**config.mk**
```make
export PLATFORM = sky130hd
export DESIGN_NAME = multicycle_control_fsm_flat
export DESIGN_NICKNAME = d
export VERILOG_FILES = /design/src/rtl/multicycle_control_fsm_if.sv /design/src/rtl/multicycle_control_fsm.sv /design/src/flat_wrapper.sv
export SDC_FILE = /design/constraint.sdc
export NUM_CORES = 1
export LEC_CHECK = 0
export ABC_AREA = 1
export CAP_MARGIN = 10
export CORE_UTILIZATION = 42
export DETAILED_ROUTE_END_ITERATION = 7
export GPL_ROUTABILITY_DRIVEN = 0
export PLACE_DENSITY = 0.79
export RECOVER_POWER = 100
export SYNTH_ARGS = -nofsm -noshare
export SYNTH_HDL_FRONTEND = slang
export SYNTH_SLANG_ARGS = --single-unit
```
**constraint.sdc**
```tcl
create_clock -name clk -period 2.1 [get_ports clk]
set_clock_uncertainty 0.05 [all_clocks]
set_input_delay 0.21 -clock clk [delete_from_list [all_inputs] [get_ports clk]]
set_output_delay 0.21 -clock clk [all_outputs]
set_load 0.05 [all_outputs]
```
**src/rtl/multicycle_control_fsm_if.sv**
```systemverilog
// Control bus between the multicycle datapath and its control FSM.
// The datapath side is master (supplies Opcode), the FSM is slave.
interface multicycle_control_fsm_if #(
  parameter int CNT_W = 32
);
  logic [5:0]       Opcode;
  logic [2:0]       ALUOp;
  logic             ALUSrcA;
  logic [1:0]       ALUSrcB;
  logic [1:0]       PCSource;
  logic             IRWrite;
  logic             PCWrite;
  logic             PCWriteCond;
  logic             MemWrite;
  logic             RegWrite;
  logic             MemToReg;
  logic [3:0]       state_out;
  logic             halted;
  logic [CNT_W-1:0] instr_count;

  modport master (
    output Opcode,
    input  ALUOp, ALUSrcA, ALUSrcB, PCSource,
    input  IRWrite, PCWrite, PCWriteCond,
    input  MemWrite, RegWrite, MemToReg,
    input  state_out, halted, instr_count
  );

  modport slave (
    input  Opcode,
    output ALUOp, ALUSrcA, ALUSrcB, PCSource,
    output IRWrite, PCWrite, PCWriteCond,
    output MemWrite, RegWrite, MemToReg,
    output state_out, halted, instr_count
  );
endinterface

```
**src/rtl/multicycle_control_fsm.sv**
```systemverilog
// Moore control FSM for the multicycle CPU: one state per clock,
// retired-instruction counter, halt on HALT or illegal opcode.
module multicycle_control_fsm #(
  parameter int CNT_W        = 32,
  parameter bit ILLEGAL_HALT = 1'b1
) (
  input  logic clk,
  input  logic reset,
  multicycle_control_fsm_if.slave bus
);

  typedef enum logic [3:0] {
    S_START  = 4'd0,
    S_FETCH  = 4'd1,
    S_DECODE = 4'd2,
    S_MEMADR = 4'd3,
    S_MEMRD  = 4'd4,
    S_MEMWB  = 4'd5,
    S_MEMWR  = 4'd6,
    S_EXR    = 4'd7,
    S_RWB    = 4'd8,
    S_EXI    = 4'd9,
    S_IWB    = 4'd10,
    S_BRANCH = 4'd11,
    S_JUMP   = 4'd12,
    S_HALT   = 4'd13
  } state_t;

  typedef enum logic [2:0] {
    K_R, K_I, K_LW, K_SW,
    K_BNE, K_J, K_HALT, K_ILL
  } kind_t;

  state_t           state_q;
  state_t           state_d;
  kind_t            kind;
  logic [CNT_W-1:0] cnt_q;
  logic             retire;

  // Exact-match case: X/Z opcodes fall through to illegal.
  always_comb begin
    kind = K_ILL;
    case (bus.Opcode)
      6'b000000, 6'b000001, 6'b000010,
      6'b000011, 6'b000100, 6'b000101: kind = K_R;
      6'b001000, 6'b001001, 6'b001010,
      6'b001011, 6'b001100, 6'b001101: kind = K_I;
      6'b100011: kind = K_LW;
      6'b101011: kind = K_SW;
      6'b010001: kind = K_BNE;
      6'b010000: kind = K_J;
      6'b111111: kind = K_HALT;
      default:   kind = K_ILL;
    endcase
  end

  always_ff @(posedge clk or negedge reset) begin
    if (!reset) begin
      state_q <= S_START;
    end else begin
      state_q <= state_d;
    end
  end

  always_comb begin
    state_d = state_q;
    unique case (state_q)
      S_START:  state_d = S_FETCH;
      S_FETCH:  state_d = S_DECODE;
      S_DECODE: begin
        case (kind)
          K_LW, K_SW: state_d = S_MEMADR;
          K_R:        state_d = S_EXR;
          K_I:        state_d = S_EXI;
          K_BNE:      state_d = S_BRANCH;
          K_J:        state_d = S_JUMP;
          K_HALT:     state_d = S_HALT;
          default:    state_d = ILLEGAL_HALT ? S_HALT : S_FETCH;
        endcase
      end
      S_MEMADR: state_d = (kind == K_LW) ? S_MEMRD : S_MEMWR;
      S_MEMRD:  state_d = S_MEMWB;
      S_EXR:    state_d = S_RWB;
      S_EXI:    state_d = S_IWB;
      S_MEMWB, S_MEMWR, S_RWB,
      S_IWB, S_BRANCH, S_JUMP: state_d = S_FETCH;
      S_HALT:   state_d = S_HALT;
      default:  state_d = S_START;
    endcase
  end

  always_comb begin
    bus.ALUOp       = 3'b000;
    bus.ALUSrcA     = 1'b0;
    bus.ALUSrcB     = 2'b00;
    bus.PCSource    = 2'b00;
    bus.IRWrite     = 1'b0;
    bus.PCWrite     = 1'b0;
    bus.PCWriteCond = 1'b0;
    bus.MemWrite    = 1'b0;
    bus.RegWrite    = 1'b0;
    bus.MemToReg    = 1'b0;
    bus.halted      = 1'b0;
    unique case (state_q)
      S_FETCH: begin
        bus.IRWrite = 1'b1;
        bus.PCWrite = 1'b1;
        bus.ALUSrcB = 2'b01;
      end
      S_MEMADR, S_MEMRD: begin
        bus.ALUSrcA = 1'b1;
        bus.ALUSrcB = 2'b10;
      end
      S_MEMWB: begin
        bus.MemToReg = 1'b1;
        bus.RegWrite = 1'b1;
      end
      S_MEMWR: begin
        bus.ALUSrcA  = 1'b1;
        bus.MemWrite = 1'b1;
      end
      S_EXR, S_RWB: begin
        bus.ALUSrcA  = 1'b1;
        bus.ALUOp    = bus.Opcode[2:0];
        bus.RegWrite = (state_q == S_RWB);
      end
      S_EXI, S_IWB: begin
        bus.ALUSrcA  = 1'b1;
        bus.ALUSrcB  = 2'b10;
        bus.ALUOp    = bus.Opcode[2:0];
        bus.RegWrite = (state_q == S_IWB);
      end
      S_BRANCH: begin
        bus.ALUSrcA     = 1'b1;
        bus.ALUOp       = 3'b001;
        bus.PCWriteCond = 1'b1;
        bus.PCSource    = 2'b01;
      end
      S_JUMP: begin
        bus.PCWrite  = 1'b1;
        bus.PCSource = 2'b10;
      end
      S_HALT:  bus.halted = 1'b1;
      default: ;
    endcase
  end

  // Every final state of an instruction retires it on the way to FETCH.
  assign retire = (state_q == S_MEMWB)  || (state_q == S_MEMWR) ||
                  (state_q == S_RWB)    || (state_q == S_IWB)   ||
                  (state_q == S_BRANCH) || (state_q == S_JUMP);

  always_ff @(posedge clk or negedge reset) begin
    if (!reset) begin
      cnt_q <= '0;
    end else if (retire) begin
      cnt_q <= cnt_q + 1'b1;
    end
  end

  assign bus.state_out   = state_q;
  assign bus.instr_count = cnt_q;

endmodule

```
**src/flat_wrapper.sv**
```systemverilog
// flat-port wrapper written by rule: the top's interface ports become plain ports
module multicycle_control_fsm_flat 
#(
  parameter int CNT_W        = 32,
  parameter bit ILLEGAL_HALT = 1'b1
)
  (clk, reset, bus_Opcode, bus_ALUOp, bus_ALUSrcA, bus_ALUSrcB, bus_PCSource, bus_IRWrite, bus_PCWrite, bus_PCWriteCond, bus_MemWrite, bus_RegWrite, bus_MemToReg, bus_state_out, bus_halted, bus_instr_count);
  multicycle_control_fsm_if #(.CNT_W(CNT_W)) bus_i ();
  input  logic clk;
  input  logic reset;
  input wire logic [$bits(bus_i.Opcode)-1:0] bus_Opcode;
  output wire logic [$bits(bus_i.ALUOp)-1:0] bus_ALUOp;
  output wire logic [$bits(bus_i.ALUSrcA)-1:0] bus_ALUSrcA;
  output wire logic [$bits(bus_i.ALUSrcB)-1:0] bus_ALUSrcB;
  output wire logic [$bits(bus_i.PCSource)-1:0] bus_PCSource;
  output wire logic [$bits(bus_i.IRWrite)-1:0] bus_IRWrite;
  output wire logic [$bits(bus_i.PCWrite)-1:0] bus_PCWrite;
  output wire logic [$bits(bus_i.PCWriteCond)-1:0] bus_PCWriteCond;
  output wire logic [$bits(bus_i.MemWrite)-1:0] bus_MemWrite;
  output wire logic [$bits(bus_i.RegWrite)-1:0] bus_RegWrite;
  output wire logic [$bits(bus_i.MemToReg)-1:0] bus_MemToReg;
  output wire logic [$bits(bus_i.state_out)-1:0] bus_state_out;
  output wire logic [$bits(bus_i.halted)-1:0] bus_halted;
  output wire logic [$bits(bus_i.instr_count)-1:0] bus_instr_count;
  assign bus_i.Opcode = bus_Opcode;
  assign bus_ALUOp = bus_i.ALUOp;
  assign bus_ALUSrcA = bus_i.ALUSrcA;
  assign bus_ALUSrcB = bus_i.ALUSrcB;
  assign bus_PCSource = bus_i.PCSource;
  assign bus_IRWrite = bus_i.IRWrite;
  assign bus_PCWrite = bus_i.PCWrite;
  assign bus_PCWriteCond = bus_i.PCWriteCond;
  assign bus_MemWrite = bus_i.MemWrite;
  assign bus_RegWrite = bus_i.RegWrite;
  assign bus_MemToReg = bus_i.MemToReg;
  assign bus_state_out = bus_i.state_out;
  assign bus_halted = bus_i.halted;
  assign bus_instr_count = bus_i.instr_count;
  multicycle_control_fsm #(.CNT_W(CNT_W), .ILLEGAL_HALT(ILLEGAL_HALT)) u_core (.clk(clk), .reset(reset), .bus(bus_i));
endmodule
```
Word level (Yosys, flattened, before mapping)
Memory sizes are Yosys's and may differ from the RTL's.
Index checks and enable logic that the tools add are counted.
{ "word_totals": {"ff_bits": 36, "romBits": 192, "in_bits": 8, "output_inout_bits": 51, "word_cells": 51, "mem_count": 1} }
{ "memory_table": {"columns": ["name", "words", "word_bits", "read_ports", "rd_clocked_by_memory_dff", "wr", "line", "source"], "rows": [
  ["(name not given)", 64, 3, 1, 0, 0, "multicycle_control_fsm.sv:43", "case (bus.Opcode)"]
]} }
{ "classes": {"addsub": 1, "n_eq_ne": 18, "muxes": 14, "n_reduce_logical": 15} }
{ "ops": {"columns": ["cell", "count"], "rows": [
  ["$add A32 B1 Y32 const B", 1],
  ["$pmux W4 S8", 1],
  ["$eq A4 B4 Y1 const B", 6],
  ["$pmux W4 S5", 1],
  ["$eq A4 B3 Y1 const B", 4],
  ["$eq A4 B2 Y1 const B", 2],
  ["$pmux W2 S2", 2],
  ["$reduce_or A2 Y1", 4],
  ["$reduce_or A4 Y1", 2],
  ["$reduce_or A8 Y1", 1],
  ["$mux W1", 7],
  ["$reduce_or A7 Y1", 1],
  ["$eq A3 B2 Y1 const B", 2],
  ["$eq A3 B3 Y1 const B", 2],
  ["$pmux W3 S2", 1],
  ["$logic_or A1 B1 Y1", 5],
  ["$eq A4 B1 Y1 const B", 1],
  ["$logic_not A4 Y1", 1],
  ["$eq A3 B1 Y1 const B", 1],
  ["$logic_not A3 Y1", 1],
  ["$pmux W1 S3", 1],
  ["$mux W2", 1]
]} }

Depth between registers and ports, before layout
Gate-level depths: netlist (run 1).
{ "depth": {"depth_word": 6, "depth_mapped": 10, "depth_no_buf": 10} }

Least setup slack after synthesis (run 1)
OpenSTA, ideal clock, no wires.
{ "synth_path": {"path_kind": "register to register", "start": "reg u_core.state_q[0] (netlist: u_core.bus.state_out[0])", "end": "reg u_core.state_q[2] (netlist: u_core.bus.state_out[2])", "setup_time_ns": 0.070, "arrival_ns": 2.312, "required_ns": 1.980, "slack_ns": -0.333, "stages_incl_launch_ff": 5, "path_buffers": 0, "period_less_slack_ns": 2.433, "cell_sequence": "dfrtp_1 nand2_1 nor3_1 nor2_1 nand2_1"} }
{ "synth_between": {"elab_chain_cells": 3, "word_cells_on_any_way": 16, "classes_between": "13 x eq/ne; 1 x mux; 2 x reduce/logical"} }
{ "synth_rtl": {"columns": ["element", "line", "source"], "rows": [
  ["start: declaration", "multicycle_control_fsm.sv:34", "state_t state_q;"],
  ["start signal: assignment", "multicycle_control_fsm.sv:61", "state_q <= state_d;"],
  ["$eq A4 B4 Y1 (tied with other cells)", "multicycle_control_fsm.sv:67", "unique case (state_q)"],
  ["$reduce_or A7 Y1 (no line)", null, null],
  ["$pmux W4 S8 (*)", "multicycle_control_fsm.sv:67", null],
  ["net u_core.state_d[2]", "multicycle_control_fsm.sv:35", "state_t state_d;"]
]} }
Mark *: on every way through the listed nets, which the timed path passes. The rest lies on a longest branch.
A chain may end at the register's enable or synchronous reset.

Worst setup path in the final report (run 1)
{ "layout_path": {"start": "reg u_core.state_q[3] (netlist: u_core.bus.state_out[3])", "end": "out bus_ALUOp[2]"} }
{ "layout_between": {"elab_chain_cells": 3, "word_cells_on_any_way": 7, "classes_between": "5 x eq/ne; 1 x mux; 1 x reduce/logical"} }
{ "layout_rtl": {"columns": ["element", "line", "source"], "rows": [
  ["$eq A4 B3 Y1 / $eq A4 B4 Y1 (equally long branches)", "multicycle_control_fsm.sv:104", "unique case (state_q)"],
  ["$reduce_or A4 Y1 (no line)", null, null],
  ["$pmux W3 S2 (*)", "multicycle_control_fsm.sv:104", null],
  ["end: declaration", "flat_wrapper.sv:12", "output wire logic [$bits(bus_i.ALUOp)-1:0] bus_ALUOp;"]
]} }
Every way passes the cells marked *; elsewhere a longest branch is shown, timed or not.

==> impl_metrics.yaml, run 1 <==
run_status:
  outcome: "finished, final reports clean"
synth:
  synth_area_leader_cell: "dfrtp_1"
  synth_edf_count: 0
  synth_simple_gate_area_share_pct: 46.74
  synth_seq_area_share_pct: 36.07
  ys_async_sr_fraction_pct: 100.0
  synth_area_um2: 2497
  netlist_top_cells_area: "dfrtp_1 (36%), nand2_1 (25%), nor2_1 (12%)"
  synthTopCellsByCount: "nand2_1 (168), nor2_1 (78), dfrtp_1 (36), inv_1 (34), nand3_1 (17)"
  yosys.area_share.adder_pct: 0.5010
  synth_compound_area_share_pct: 4.108
  synth_ff_type: "dfrtp_1"
  synth_top_family_by_area: "simple AND/OR/NAND/NOR gates"
  yosysWarningCount: 0
  syn_inst: 401
  yosysTopAreaCellShare_pct: 36.07
  ys_ff_latch: 36
  synth_most_common_cell: "nand2_1"
  syn_area_per_cell_um2: 6.228
  synth_cell_types: 23
  muxShareOfSynthArea_pct: 0
  synth_nets: 410
  synth-xor-area-share_pct: 5.261
critical_path:
  r2r-start: "u_core.bus.state_out[0]"
  reg2reg_setup_slack_ns: 0.26
  critPathKind: "flop to primary output"
  cp_max_fo: 5
  cp.required_ns: 1.84
  crit_path_start_kind: "flop"
  worstSetupStartpoint: "u_core.bus.state_out[3]"
  worst_setup_path_end_kind: "primary output"
  arrival_ns: 1.70
power_and_ir_drop:
  pwr-share-comb_pct: 4.0
  powerDensity_nw_per_um2: 398.3
  seq_power_share_pct: 54.1
  swShare_pct: 21.66
  clkPwrFrac_pct: 41.9
  power.internal_mw: 1.004
  p_leak_nw: 1.544
  ir_worst_vdd_mv: 0.2164
  power_switching_mw: 0.2775
flow_run:
  max_cap_viol_count: 0
layout:
  finalNetCount: 471
  layout-area-overhead-vs-synth_pct: 28.81
  final_area_um2: 3217
  nFillCells: 565
  drive_gt1_share_pct: 7.359
  antenna_cells: 0
placed_design:
  numPortBuffers: 58
  hpwl_um: 5186
  placement.cell_area_um2: 3172
grt:
  grt_max_degree: 37
  antenna_found_initial: 0
  overflow: 0
  grt_pass1_vias: 2518
  grt_usage_pct: 23.24
  grt_pass1_wl_um: 11250
sta:
  slew_viol_final: 0
  setup_viol: 0
  fin_hold_ws_ns: 0.4736
  rsz0062_at_grt: "no"
  fin_crit_ns: 1.962
  tightest_slew_ns: 0.8955
  period_share_pct: 93.41
  fmax_mhz: 509.8
  hold_viol: 0
  slew_headroom_pct: 40.30
route:
  drt_first_pass_iters: 5
  wl_um: 6644
  viasPerCell: 4.981
  drc_errors: 0
  wire_per_inst_um: 12.44
  drt_iter0_drc: 136
  vias: 2660
  ant_nets: 0
clock_network:
  cts.sinks: 36
  worstSkewPairLatency_ns: 0.30
  cts_tree: "built"
  cts_buffer_depth: 2
  htree_num_levels: 2
  post_cts_buffers: 0
  root_buffer: "clkbuf_8"
  cts_buffers: 5
  clkTransAtPathRegs_ns: 0.07
floorplanning:
  fp.dieArea_um2: 6258
  start_util_pct: 44.53
  fp.dieW_um: 79.11
  core_area_um2: 5608
  boundaryPins: 59
  die_y_um: 79.11
  num_rows: 27
min_path:
  hold_path.class: "flop to flop"
  worstHoldStart: "u_core.bus.instr_count[5]"
## cells by family (layout without fill, tap and decap cells)
family	Yosys count	after routing
simple gates	286	286
flops	36	36
fa+ha+maj	1	1
xor+xnor	15	15
compound gates	20	20
buf+inv	43	104
## power by group through the flow
stage | sequential, mW | combinational (mW) | clock, mW
3_5_place_dp | 0.706 | 0.0517 | 0
5_1_grt | 0.692 | 0.0612 | 0.578
3_3_place_gp | 0.706 | 0.0504 | 0
2_1_floorplan | 0.707 | 0.0194 | 0
6_report | 0.693 | 0.0519 | 0.536
4_1_cts | 0.693 | 0.0533 | 0.548
## area by class of cell
class,count,area [um^2],area share (%)
flip-flops and latches,36,902.1,28.04
well taps,72,90.09,2.800
repair buffers,60,564.3,17.54
inverters,37,138.9,4.317
clock buffers,7,96.34,2.995
multi-input cells,322,1425,44.30
## through the flow
step / util, % / std cells / power (mW) / setup WS, ns / TNS (ns)
6_report: 57.36 / 534 / 1.281 / 0.1384 / 0
3_3_place_gp: 56.56 / 526 / 0.7567 / 0.3902 / 0
5_1_grt: 57.36 / 534 / 1.332 / 0.03627 / 0
3_5_place_dp: 56.56 / 526 / 0.7581 / 0.3154 / 0
2_1_floorplan: - / 401 / 0.7259 / -0.02903 / -0.1228
4_1_cts: 58.46 / 534 / 1.294 / 0.06489 / 0
## worst max-delay path, cell delays in order, from the launching register on
cell	delay, ns
dfrtp_1	0.44
inv_2	0.10
nand2_2	0.11
nor2_1	0.23
nor2_1	0.13
nor2_1	0.11
clkbuf_2	0.28
## metal layers
metal  global-route usage (%)  wire length, um
met1                    28.22             2881
met3                    4.368              310
met2                    38.45             3230
met5                        0                0
met4                    13.09              222
## placed cells by master, fill, tap and decap left out, drive strengths merged
| master | n |
|---|---|
| ha | 1 |
| xnor2 | 10 |
| nand4 | 4 |
| nand3b | 8 |
| a21oi | 1 |
| nand3 | 17 |
| o31ai | 1 |
| o21ai | 18 |
| nor3 | 4 |
| clkbuf | 19 |
| clkdlybuf4s50 | 5 |
| xor2 | 5 |
| dfrtp | 36 |
| inv | 37 |
| dlygate4sd3 | 38 |
| nor2 | 82 |
| nand2 | 171 |
| buf | 5 |
## path summary, 6_finish.rpt
check / end / depth (start not counted)
max: bus_ALUOp[2] / 6
min in group asynchronous: u_core.bus.instr_count[15] / 2
min reg2reg: u_core.bus.instr_count[5] / 1
max reg2reg: u_core.bus.instr_count[7] / 8
max in group asynchronous: u_core.bus.state_out[2] / 2
min: u_core.bus.instr_count[5] / 1
## state kept, by name, summed over array words and instances, names as in the netlist
name and count:
u_core.bus.instr_count 32, u_core.bus.state_out 4
## what timing repair did
action,4_1_cts,5_1_grt
hold endpoints to repair,36,0
hold buffers,1,0
resized for setup,0,2
setup endpoints to repair,0,1
Power figures use the tool's default switching activity.
==> run 2, diff against run 1 <==
--- a/config.mk
+++ b/config.mk
@@ -15,3 +15,4 @@
 export SYNTH_ARGS = -nofsm -noshare
 export SYNTH_HDL_FRONTEND = slang
 export SYNTH_SLANG_ARGS = --single-unit
+export TNS_END_PERCENT = 30
==> impl_metrics.yaml, run 2 (same netlist as run 1, synthesis figures left out) <==
run_status:
  outcome: "finished, final reports clean"
grt:
  overflow: 0
  antenna_found_initial: 0
  grt_usage_pct: 23.09
  grt_pass1_vias: 2602
  grt_pass1_wl_um: 11320
  grt_max_degree: 37
power_and_ir_drop:
  p_leak_nw: 1.545
  powerDensity_nw_per_um2: 399.9
  ir_worst_vdd_mv: 0.3045
floorplanning:
  boundaryPins: 59
  fp.dieArea_um2: 6258
  start_util_pct: 44.53
  core_area_um2: 5608
  num_rows: 27
  die_y_um: 79.11
  fp.dieW_um: 79.11
critical_path:
  crit_path_start_kind: "flop"
  arrival_ns: 1.70
  slowest_stage: "dlygate4sd3_1"
  r2r-start: "u_core.bus.state_out[1]"
  worst_setup_path_end_kind: "primary output"
  path_delay_family: "buffers and inverters"
  path_buf_inv: 1
  cp_max_fo: 6
  slowest_delay_ns: 0.92
  worstSetupStartpoint: "u_core.bus.instr_count[18]"
  cp_cell_sequence: "dlygate4sd3_1"
  critPathKind: "flop to primary output"
  cp.required_ns: 1.84
layout:
  antenna_cells: 0
  layout_common_cells: "nand2_1 (168), nor2_1 (80), dlygate4sd3_1 (38), inv_1 (36), dfrtp_1 (35)"
  drive_gt1_share_pct: 7.143
  layout-area-overhead-vs-synth_pct: 28.41
  fin_cells: 534
  nFillCells: 562
  layout_commonest_cell: "nand2_1"
  largest_reg_flops: 32
  finalNetCount: 471
clock_network:
  post_cts_buffers: 0
  cts_buffers: 5
  clkTransAtPathRegs_ns: 0.07
  cts_buffer_depth: 2
  cts.sinks: 36
  cts_tree: "built"
  root_buffer: "clkbuf_8"
  htree_num_levels: 2
  worstSkewPairLatency_ns: 0.29
sta:
  hold_viol: 0
  period_share_pct: 93.27
  fmax_mhz: 510.6
  slew_headroom_pct: 43.04
  setup_viol: 0
  rsz0062_at_grt: "no"
  slew_viol_final: 0
  fin_crit_ns: 1.959
  fin_hold_ws_ns: 0.4909
  tightest_slew_ns: 0.8544
route:
  wire_per_inst_um: 12.23
  drc_errors: 0
  viasPerCell: 4.972
  drt_first_pass_iters: 4
  vias: 2655
  wl_um: 6531
  ant_nets: 0
  drt_iter0_drc: 132
flow_run:
  max_cap_viol_count: 0
placed_design:
  numPortBuffers: 58
  dp_cells: 526
  hpwl_um: 5204
min_path:
  worstHoldStart: "u_core.bus.instr_count[9]"
  hold_path.class: "flop to flop"
run 2: cell counts in the layout (fill, tap and decap cells not counted):
Identical to the previous run, type by type.
run 2: cell type report:
cell class	count	area (um^2)	area share, %
clock buffer	7	96.34	3.004
inverter	37	138.9	4.331
multi-input combinational	322	1418	44.21
sequential	36	902.1	28.13
tap	72	90.09	2.809
timing repair buffer	60	561.8	17.52
run 2: stage by stage:
step / instance area (um^2) / worst slack [ns] / utilization (%) / setup TNS [ns] / power [mW]
2_1_floorplan: 2510 / -0.1657 / - / -0.6329 / 0.7259
3_3_place_gp: 3164 / 0.4083 / 56.43 / 0 / 0.7563
3_5_place_dp: 3164 / 0.3261 / 56.43 / 0 / 0.7581
4_1_cts: 3271 / 0.1610 / 58.32 / 0 / 1.295
5_1_grt: 3207 / 0.05784 / 57.18 / 0 / 1.324
6_report: 3207 / 0.1414 / 57.18 / 0 / 1.283
run 2: where the power goes:
group	leakage, nW	switching (mW)	internal, mW	total (mW)
Combinational	1.01	0.0323	0.0187	0.0510
Sequential	0.487	0	0.693	0.693
Clock	0.0503	0.246	0.292	0.539
run 2: per-layer routing:
layer	up-vias	GRT usage [%]	share of wire (%)	routed length, um
li1	1355	-	-	-
met1	1222	27.44	44	2863
met2	63	40.69	49	3219
met3	15	4.253	4.1	265
met4	0	9.455	2.8	183
met5	-	0	0	0
run 2: path summary, 6_finish.rpt:
| check | to | slack [ns] | cells after the start |
|---|---|---|---|
| min reg2reg | u_core.bus.instr_count[9] | 0.49 | 1 |
| max reg2reg | u_core.bus.instr_count[7] | 0.29 | 9 |
| min | u_core.bus.instr_count[9] | 0.49 | 1 |
| max in group asynchronous | u_core.bus.state_out[2] | 0.90 | 2 |
| min in group asynchronous | u_core.bus.instr_count[24] | 0.51 | 2 |
| max | bus_instr_count[18] | 0.14 | 1 |
run 2: repair_timing:
action,in CTS,in global routing
hold buffers,1,0
resized for setup,0,2
setup endpoints to repair,0,1
endpoints found under the hold margin,36,0
==> run 3, diff against run 2 <==
--- a/config.mk
+++ b/config.mk
@@ -6,7 +6,7 @@
 export NUM_CORES = 1
 export LEC_CHECK = 0
 export ABC_AREA = 1
-export CAP_MARGIN = 10
+export CAP_MARGIN = 15
 export CORE_UTILIZATION = 42
 export DETAILED_ROUTE_END_ITERATION = 7
 export GPL_ROUTABILITY_DRIVEN = 0
==> results of run 3 <==
Same layout as run 2: the final DEF is identical, and so are final timing and power.
